### config.mk
export PLATFORM = sky130hd
export DESIGN_NAME = dcls_lockstep_ctrl
export DESIGN_NICKNAME = d
export VERILOG_FILES = /design/src/rtl/dcls_pkg.sv /design/src/rtl/dcls_warmup_timer.sv /design/src/rtl/dcls_lockstep_ctrl.sv
export SDC_FILE = /design/constraint.sdc
export NUM_CORES = 1
export LEC_CHECK = 0
export CORE_UTILIZATION = 46
export DETAILED_ROUTE_END_ITERATION = 8
export PLACE_DENSITY_LB_ADDON = 0.25
export SLEW_MARGIN = 15
export SYNTH_ARGS = -nofsm -noshare
export SYNTH_HDL_FRONTEND = slang
export SYNTH_HIERARCHICAL = 1
export SYNTH_SLANG_ARGS = --single-unit
export TNS_END_PERCENT = 50
### constraint.sdc
create_clock -name clk -period 2.6 [get_ports clk]
set_input_delay 0.39 -clock clk [delete_from_list [all_inputs] [get_ports clk]]
set_output_delay 0.39 -clock clk [all_outputs]
set_load 0.01 [all_outputs]
### src/rtl/dcls_pkg.sv
// dcls_pkg: shared types and constants for the lockstep comparator controller.
package dcls_pkg;

  // Controller states; the encoding is visible on state_o.
  typedef enum logic [1:0] {
    ST_IDLE   = 2'd0,
    ST_WARMUP = 2'd1,
    ST_ACTIVE = 2'd2,
    ST_FAULT  = 2'd3
  } dcls_state_e;

  // Core1 delay-line selection (0..3 cycles).
  typedef logic [1:0] dcls_delay_t;

  localparam int DCLS_MAX_DELAY = 3;

  // Number of cycles the comparator stays masked while the pipeline refills.
  function automatic int warmup_len(input int base, input dcls_delay_t dly);
    return base + int'(dly);
  endfunction

endpackage

### src/rtl/dcls_warmup_timer.sv
// dcls_warmup_timer: loadable down-counter. A load of N makes done_o rise on
// the N-th running cycle after the load edge.
module dcls_warmup_timer #(
  parameter int W = 3
) (
  input  logic         clk,
  input  logic         rst_n,
  input  logic         load_i,
  input  logic [W-1:0] load_val_i,
  input  logic         run_i,
  output logic         done_o
);

  logic [W-1:0] cnt_q;

  // Load N-1 so the zero-count cycle is the last masked cycle; a zero load behaves like one.
  always_ff @(posedge clk or negedge rst_n) begin
    if (!rst_n) begin
      cnt_q <= '0;
    end else if (load_i) begin
      cnt_q <= (load_val_i == '0) ? '0 : load_val_i - W'(1);
    end else if (run_i && (cnt_q != '0)) begin
      cnt_q <= cnt_q - W'(1);
    end
  end

  assign done_o = (cnt_q == '0);

endmodule

### src/rtl/dcls_lockstep_ctrl.sv
// dcls_lockstep_ctrl: run-time controller for the dual-core lockstep comparator.
// Owns delay_sel, masks the comparator during pipeline refill, qualifies and
// counts mismatches and escalates persistent ones to a sticky fault.
// Define DCLS_CTRL_SELFTEST_EN to build the error-injection self-test path.
module dcls_lockstep_ctrl
  import dcls_pkg::*;
#(
  parameter int NUM_SIGNALS   = 8,
  parameter int WARMUP_CYCLES = 4,
  parameter int ERR_THRESH    = 2,
  parameter int CNT_W         = 16
`ifdef DCLS_CTRL_SELFTEST_EN
  ,
  parameter int INJ_WINDOW    = 4
`endif
) (
  input  logic                   clk,
  input  logic                   rst_n,
  input  logic                   en,
  input  logic                   cfg_valid,
  input  logic [1:0]             cfg_delay,
  output logic                   cfg_ready,
  output logic [1:0]             delay_sel,
  input  logic                   cmp_error,
  input  logic [NUM_SIGNALS-1:0] cmp_vector,
  input  logic                   fault_clear,
  output logic                   cmp_active,
  output logic                   fault,
  output logic [NUM_SIGNALS-1:0] fault_vector,
  output logic [CNT_W-1:0]       mismatch_cnt,
`ifdef DCLS_CTRL_SELFTEST_EN
  input  logic                   inject_req,
  output logic                   inject,
  output logic                   selftest_pass,
  output logic                   selftest_fail,
`endif
  output logic [1:0]             state_o
);

  localparam int TMR_W = $clog2(WARMUP_CYCLES + DCLS_MAX_DELAY + 1);

  dcls_state_e            state_q, state_d;
  dcls_delay_t            delay_q, delay_d;
  logic                   cfg_ready_q, cmp_active_q;
  logic                   fault_q, fault_d;
  logic [NUM_SIGNALS-1:0] fv_q, fv_d;
  logic [CNT_W-1:0]       cnt_q, cnt_d;
  logic [7:0]             consec_q, consec_d;
  logic                   xfer, hit, busy_d;
  logic                   tmr_load, tmr_done;
  logic [TMR_W-1:0]       tmr_len;

`ifdef DCLS_CTRL_SELFTEST_EN
  localparam int WIN_W = $clog2(INJ_WINDOW + 1);
  logic             st_q, st_d;
  logic [WIN_W-1:0] win_q, win_d;
  logic             inject_q, inject_d, pass_q, pass_d, fail_q, fail_d;
  assign busy_d = st_d;
`else
  assign busy_d = 1'b0;
`endif

  assign xfer    = cfg_valid && cfg_ready_q;
  // This mismatch completes a run of ERR_THRESH consecutive qualified mismatches.
  assign hit     = cmp_error && (({1'b0, consec_q} + 9'd1) >= 9'(ERR_THRESH));
  // Warmup length always uses the delay in effect after this edge.
  assign tmr_len = TMR_W'(warmup_len(WARMUP_CYCLES, delay_d));

  dcls_warmup_timer #(
    .W (TMR_W)
  ) u_timer (
    .clk        (clk),
    .rst_n      (rst_n),
    .load_i     (tmr_load),
    .load_val_i (tmr_len),
    .run_i      (state_q == ST_WARMUP),
    .done_o     (tmr_done)
  );

  // Next-state and bookkeeping decisions; fault beats en-drop beats reconfiguration.
  always_comb begin
    state_d  = state_q;
    delay_d  = delay_q;
    fault_d  = fault_q;
    fv_d     = fv_q;
    cnt_d    = cnt_q;
    consec_d = consec_q;
    tmr_load = 1'b0;
`ifdef DCLS_CTRL_SELFTEST_EN
    st_d     = st_q;
    win_d    = win_q;
    inject_d = 1'b0;
    pass_d   = 1'b0;
    fail_d   = 1'b0;
`endif
    if (xfer) begin
      delay_d = cfg_delay;
    end
    case (state_q)
      ST_IDLE: begin
        if (en) begin
          state_d  = ST_WARMUP;
          tmr_load = 1'b1;
        end
      end
      ST_WARMUP: begin
        if (!en) begin
          state_d = ST_IDLE;
        end else if (tmr_done) begin
          state_d = ST_ACTIVE;
        end
      end
      ST_ACTIVE: begin
`ifdef DCLS_CTRL_SELFTEST_EN
        if (st_q) begin
          // Self-test window: an injected error must show up on the comparator.
          if (!en) begin
            state_d = ST_IDLE;
            st_d    = 1'b0;
          end else if (cmp_error) begin
            pass_d   = 1'b1;
            st_d     = 1'b0;
            state_d  = ST_WARMUP;
            tmr_load = 1'b1;
          end else if (win_q == WIN_W'(1)) begin
            fail_d  = 1'b1;
            st_d    = 1'b0;
            state_d = ST_FAULT;
            fault_d = 1'b1;
          end else begin
            win_d = win_q - WIN_W'(1);
          end
        end else
`endif
        begin
          if (cmp_error) begin
            consec_d = consec_q + 8'd1;
            cnt_d    = (cnt_q == {CNT_W{1'b1}}) ? cnt_q : cnt_q + CNT_W'(1);
            fv_d     = fv_q | cmp_vector;
          end else begin
            consec_d = '0;
          end
          if (hit) begin
            state_d = ST_FAULT;
            fault_d = 1'b1;
          end else if (!en) begin
            state_d = ST_IDLE;
          end else if (xfer) begin
            state_d  = ST_WARMUP;
            tmr_load = 1'b1;
          end
`ifdef DCLS_CTRL_SELFTEST_EN
          else if (inject_req) begin
            st_d     = 1'b1;
            win_d    = WIN_W'(INJ_WINDOW);
            inject_d = 1'b1;
          end
`endif
        end
      end
      ST_FAULT: begin
        if (fault_clear) begin
          state_d  = ST_WARMUP;
          tmr_load = 1'b1;
          fault_d  = 1'b0;
          fv_d     = '0;
          cnt_d    = '0;
          consec_d = '0;
        end
      end
      default: state_d = ST_IDLE;
    endcase
    // A refill starts a fresh mismatch run.
    if ((state_d == ST_IDLE) || (state_d == ST_WARMUP)) begin
      consec_d = '0;
    end
  end

  // State and registered outputs; handshake/qualify flags follow the next state.
  always_ff @(posedge clk or negedge rst_n) begin
    if (!rst_n) begin
      state_q      <= ST_IDLE;
      delay_q      <= '0;
      cfg_ready_q  <= 1'b0;
      cmp_active_q <= 1'b0;
      fault_q      <= 1'b0;
      fv_q         <= '0;
      cnt_q        <= '0;
      consec_q     <= '0;
    end else begin
      state_q      <= state_d;
      delay_q      <= delay_d;
      cfg_ready_q  <= (state_d != ST_WARMUP) && !busy_d;
      cmp_active_q <= (state_d == ST_ACTIVE) && !busy_d;
      fault_q      <= fault_d;
      fv_q         <= fv_d;
      cnt_q        <= cnt_d;
      consec_q     <= consec_d;
    end
  end

`ifdef DCLS_CTRL_SELFTEST_EN
  // Self-test sub-state, window counter and one-cycle result pulses.
  always_ff @(posedge clk or negedge rst_n) begin
    if (!rst_n) begin
      st_q     <= 1'b0;
      win_q    <= '0;
      inject_q <= 1'b0;
      pass_q   <= 1'b0;
      fail_q   <= 1'b0;
    end else begin
      st_q     <= st_d;
      win_q    <= win_d;
      inject_q <= inject_d;
      pass_q   <= pass_d;
      fail_q   <= fail_d;
    end
  end

  assign inject        = inject_q;
  assign selftest_pass = pass_q;
  assign selftest_fail = fail_q;
`endif

  assign cfg_ready    = cfg_ready_q;
  assign delay_sel    = delay_q;
  assign cmp_active   = cmp_active_q;
  assign fault        = fault_q;
  assign fault_vector = fv_q;
  assign mismatch_cnt = cnt_q;
  assign state_o      = state_q;

endmodule

==> results.yml <==
clock_tree:
  cts.path.max_buffers: 2
  cts_sinks: 42
  cts_hold_buf: 0
  cts_made_buffers: 5
  path_clk_slew_ns: 0.08
  cts-root-buf: "clkbuf_8"
  clk_latency_ns: 0.29
  cts-htree-levels: 2
  cts_tree: "built"
global_route:
  grt_pass1_wl_um: 7870
  grt_usage: 0.191
  grt_pass1_vias: 1757
  grt_max_degree: 43
  grt-ovfl-total: 0
  antenna_found_initial: 0
route:
  wl_met1_um: 2290
  vias: 1929
  wl_met3_um: 208
  dr.pass1.iters: 5
  drt_iter0_markers: 84
  route.met2.wl_um: 2230
  drc_errors: 0
  wl_per_cell_um: 13.0
  finalWirelength_um: 4780
  highest_layer: "met4"
  drtAntennaViolNets: 0
  vias_per_cell: 5.23
synth:
  synth_edf_count: 0
  ys_seq_area_frac: 0.453
  syn_inst: 246
  post_synth.cell_area_avg_um2: 9.44
  synth-seq-cells: 42
  yosys-top-cells-area: "dfrtp_1 45%, nor2_1 6.0%, ha_1 3.8%"
  ys_warn_count: 6
  ys_types: 46
  synthFlopType: "dfrtp_1"
  synth_area_um2: 2320
  yosysTopAreaCell: "dfrtp_1"
  synth_async_sr_flop_share: 1.00
  yosysTopAreaCellShare: 0.453
  yosysMostFrequentCell: "dfrtp_1"
  synthTopCellsByCount: "42 x dfrtp_1, 37 x nor2_1, 23 x nand2_1"
worst_setup_path:
  r2r_start: "consec_q[1]$_DFFE_PN0P_"
  cp.arrival_ns: 2.68
  startpoint_type: "register"
  end_kind: "register"
  reg2reg_depth: 8
  crit_slowest_cell: "or4_4"
  path_cells: "ha_2, and2_2, or4_4, nand3_4, nand4_1, a2111oi_2, a311o_1, mux2i_1"
  crit_required_ns: 2.82
  timing.rr.end: "u_timer/cnt_q[1]$_DFFE_PN0P_"
  max_stage_delay_ns: 0.53
  path_buf_inv: 0
  cp_top_family: "simple AND/OR/NAND/NOR gates"
  worst-r2r-setup-slack_ns: 0.14
  cp_max_fo: 5
  crit_type: "register to register"
sta:
  relSlewSlack: 0.389
  max_freq_ghz: 0.407
  fin_ws_ns: 0.141
  finalSetupViolCount: 0
  period_share: 0.946
  report.final.slew_viol_count: 0
  setup_tns_ns: 0
  layout_min_cycle_time_ns: 2.46
  rsz0062_at_grt: "false"
  worst_slew_pin_slew_ns: 0.917
  hold_viol_final: 0
  finClkSkew_ns: 0.00478
power_and_ir_drop:
  clockPowerShare: 0.177
  power.switching_uw: 830
  p_leak_uw: 0.00130
  power_density_nw_per_um2: 794
  vdd_ir_drop_max_mv: 0.490
  p_int_uw: 1540
  swShare: 0.351
  comb_power_share: 0.419
  seqPwrFrac: 0.404
placed_design:
  dpl_worst_slack_ns: 0.0324
  io_buffers: 46
  place_hpwl_um: 3350
  routabilityCongestion: 0.902
floorplanning:
  die_h_um: 73.1
  die_w_um: 73.1
  num_rows: 25
  start_util: 0.485
  io-pin-count: 47
  core-area_um2: 4790
  die_area_um2: 5340
finish:
  n_fill_cell: 410
  ff_latch_area_um2: 1050
  layout.nets: 324
  layout-area-overhead-vs-synth_pct: 28.2
  multi_input_area_um2: 1200
  diodes: 0
  drive_above_1_share: 0.116
min_path:
  worst_hold_path_type: "primary input to asynchronous set/reset pin"
flow_run:
  cap_viol_max_count: 0
outcome:
  outcome: "finished clean"
## worst max-delay path by stage
stage | startpoint | end | slack (ns) | cells after the start
floorplan | consec_q[0]$_DFFE_PN0P_ | u_timer/cnt_q[1]$_DFFE_PN0P_ | 0.15 | 8
global placement | consec_q[0]$_DFFE_PN0P_ | u_timer/cnt_q[1]$_DFFE_PN0P_ | 0.13 | 8
detailed placement | consec_q[0]$_DFFE_PN0P_ | u_timer/cnt_q[1]$_DFFE_PN0P_ | 0.03 | 8
CTS | consec_q[0]$_DFFE_PN0P_ | u_timer/cnt_q[1]$_DFFE_PN0P_ | 0.008 | 8
global route | consec_q[1]$_DFFE_PN0P_ | u_timer/cnt_q[1]$_DFFE_PN0P_ | 0.02 | 8
finish | consec_q[1]$_DFFE_PN0P_ | u_timer/cnt_q[1]$_DFFE_PN0P_ | 0.14 | 8
## routing by layer
layer,track usage,up-vias
met2,0.310,49
met3,0.0428,5
met4,0.0523,0
met5,0,-
met1,0.256,913
li1,-,962
## power by group through the flow
| stage | Combinational [uW] | Sequential [uW] | Clock (uW) |
|---|---|---|---|
| 2_1_floorplan | 532 | 998 | 0 |
| 3_3_place_gp | 977 | 959 | 0 |
| 3_5_place_dp | 998 | 966 | 0 |
| 4_1_cts | 1000 | 956 | 433 |
| 5_1_grt | 1100 | 979 | 463 |
| 6_report | 991 | 955 | 420 |
## logic make-up after synthesis
family	after synthesis	share of synthesized area
AOI/OAI and AO/OA	45	0.134
xor gates and xnor gates	14	0.0528
adders and majority gates	7	0.0377
buffers and inverters	20	0.0399
DFF	42	0.453
muxes	7	0.0366
other	1	0.00161
and+or+nand+nor	110	0.245
## repair_timing
| action | CTS | global route |
|---|---|---|
| buffers inserted | 0 | 1 |
| resized for setup | 0 | 2 |
| endpoints found under the setup margin | 0 | 3 |
## registers in the layout (all words and copies together), names as in the netlist
| register | count |
|---|---|
| delay_sel | 2 |
| u_timer/cnt_q | 3 |
| fault_vector | 8 |
| state_o | 2 |
| consec_q | 8 |
| cmp_active | 1 |
| mismatch_cnt | 16 |
| cfg_ready | 1 |
| fault | 1 |
## placed cells by master, fill, tap and decap left out, types with 4 or more instances in the layout
master           count
xnor2_1              6
nand3_1              8
o21ai_0             11
o211ai_1             5
nor2_1              37
clkbuf_8             5
inv_1               12
buf_4                8
nand2_1             23
dfrtp_1             42
mux2_2               4
nand4_1              7
ha_1                 6
xor2_1               8
clkdlybuf4s50_1     45
and3_1               8
a21oi_1             16
## through the flow
step                      cells  power [uW]  instance area [um^2]  hold slack (ns)   util
after floorplan             248        1530                  2330           0.0944      -
after global placement      360        1940                  2870            0.472  0.601
after detailed placement    360        1960                  2870            0.480  0.601
after CTS                   368        2390                  2960            0.265  0.619
after global routing        369        2540                  2980            0.302  0.622
final                       369        2370                  2980            0.229  0.622
## cell type report
type | count | share of cell area
Inverter | 12 | 0.0151
Tap cell | 67 | 0.0282
Multi-Input combinational cell | 186 | 0.402
Clock buffer | 6 | 0.0244
Clock inverter | 2 | 0.00462
Sequential cell | 42 | 0.353
Timing Repair Buffer | 54 | 0.173
No activity file was read; power rests on OpenSTA's default activity.
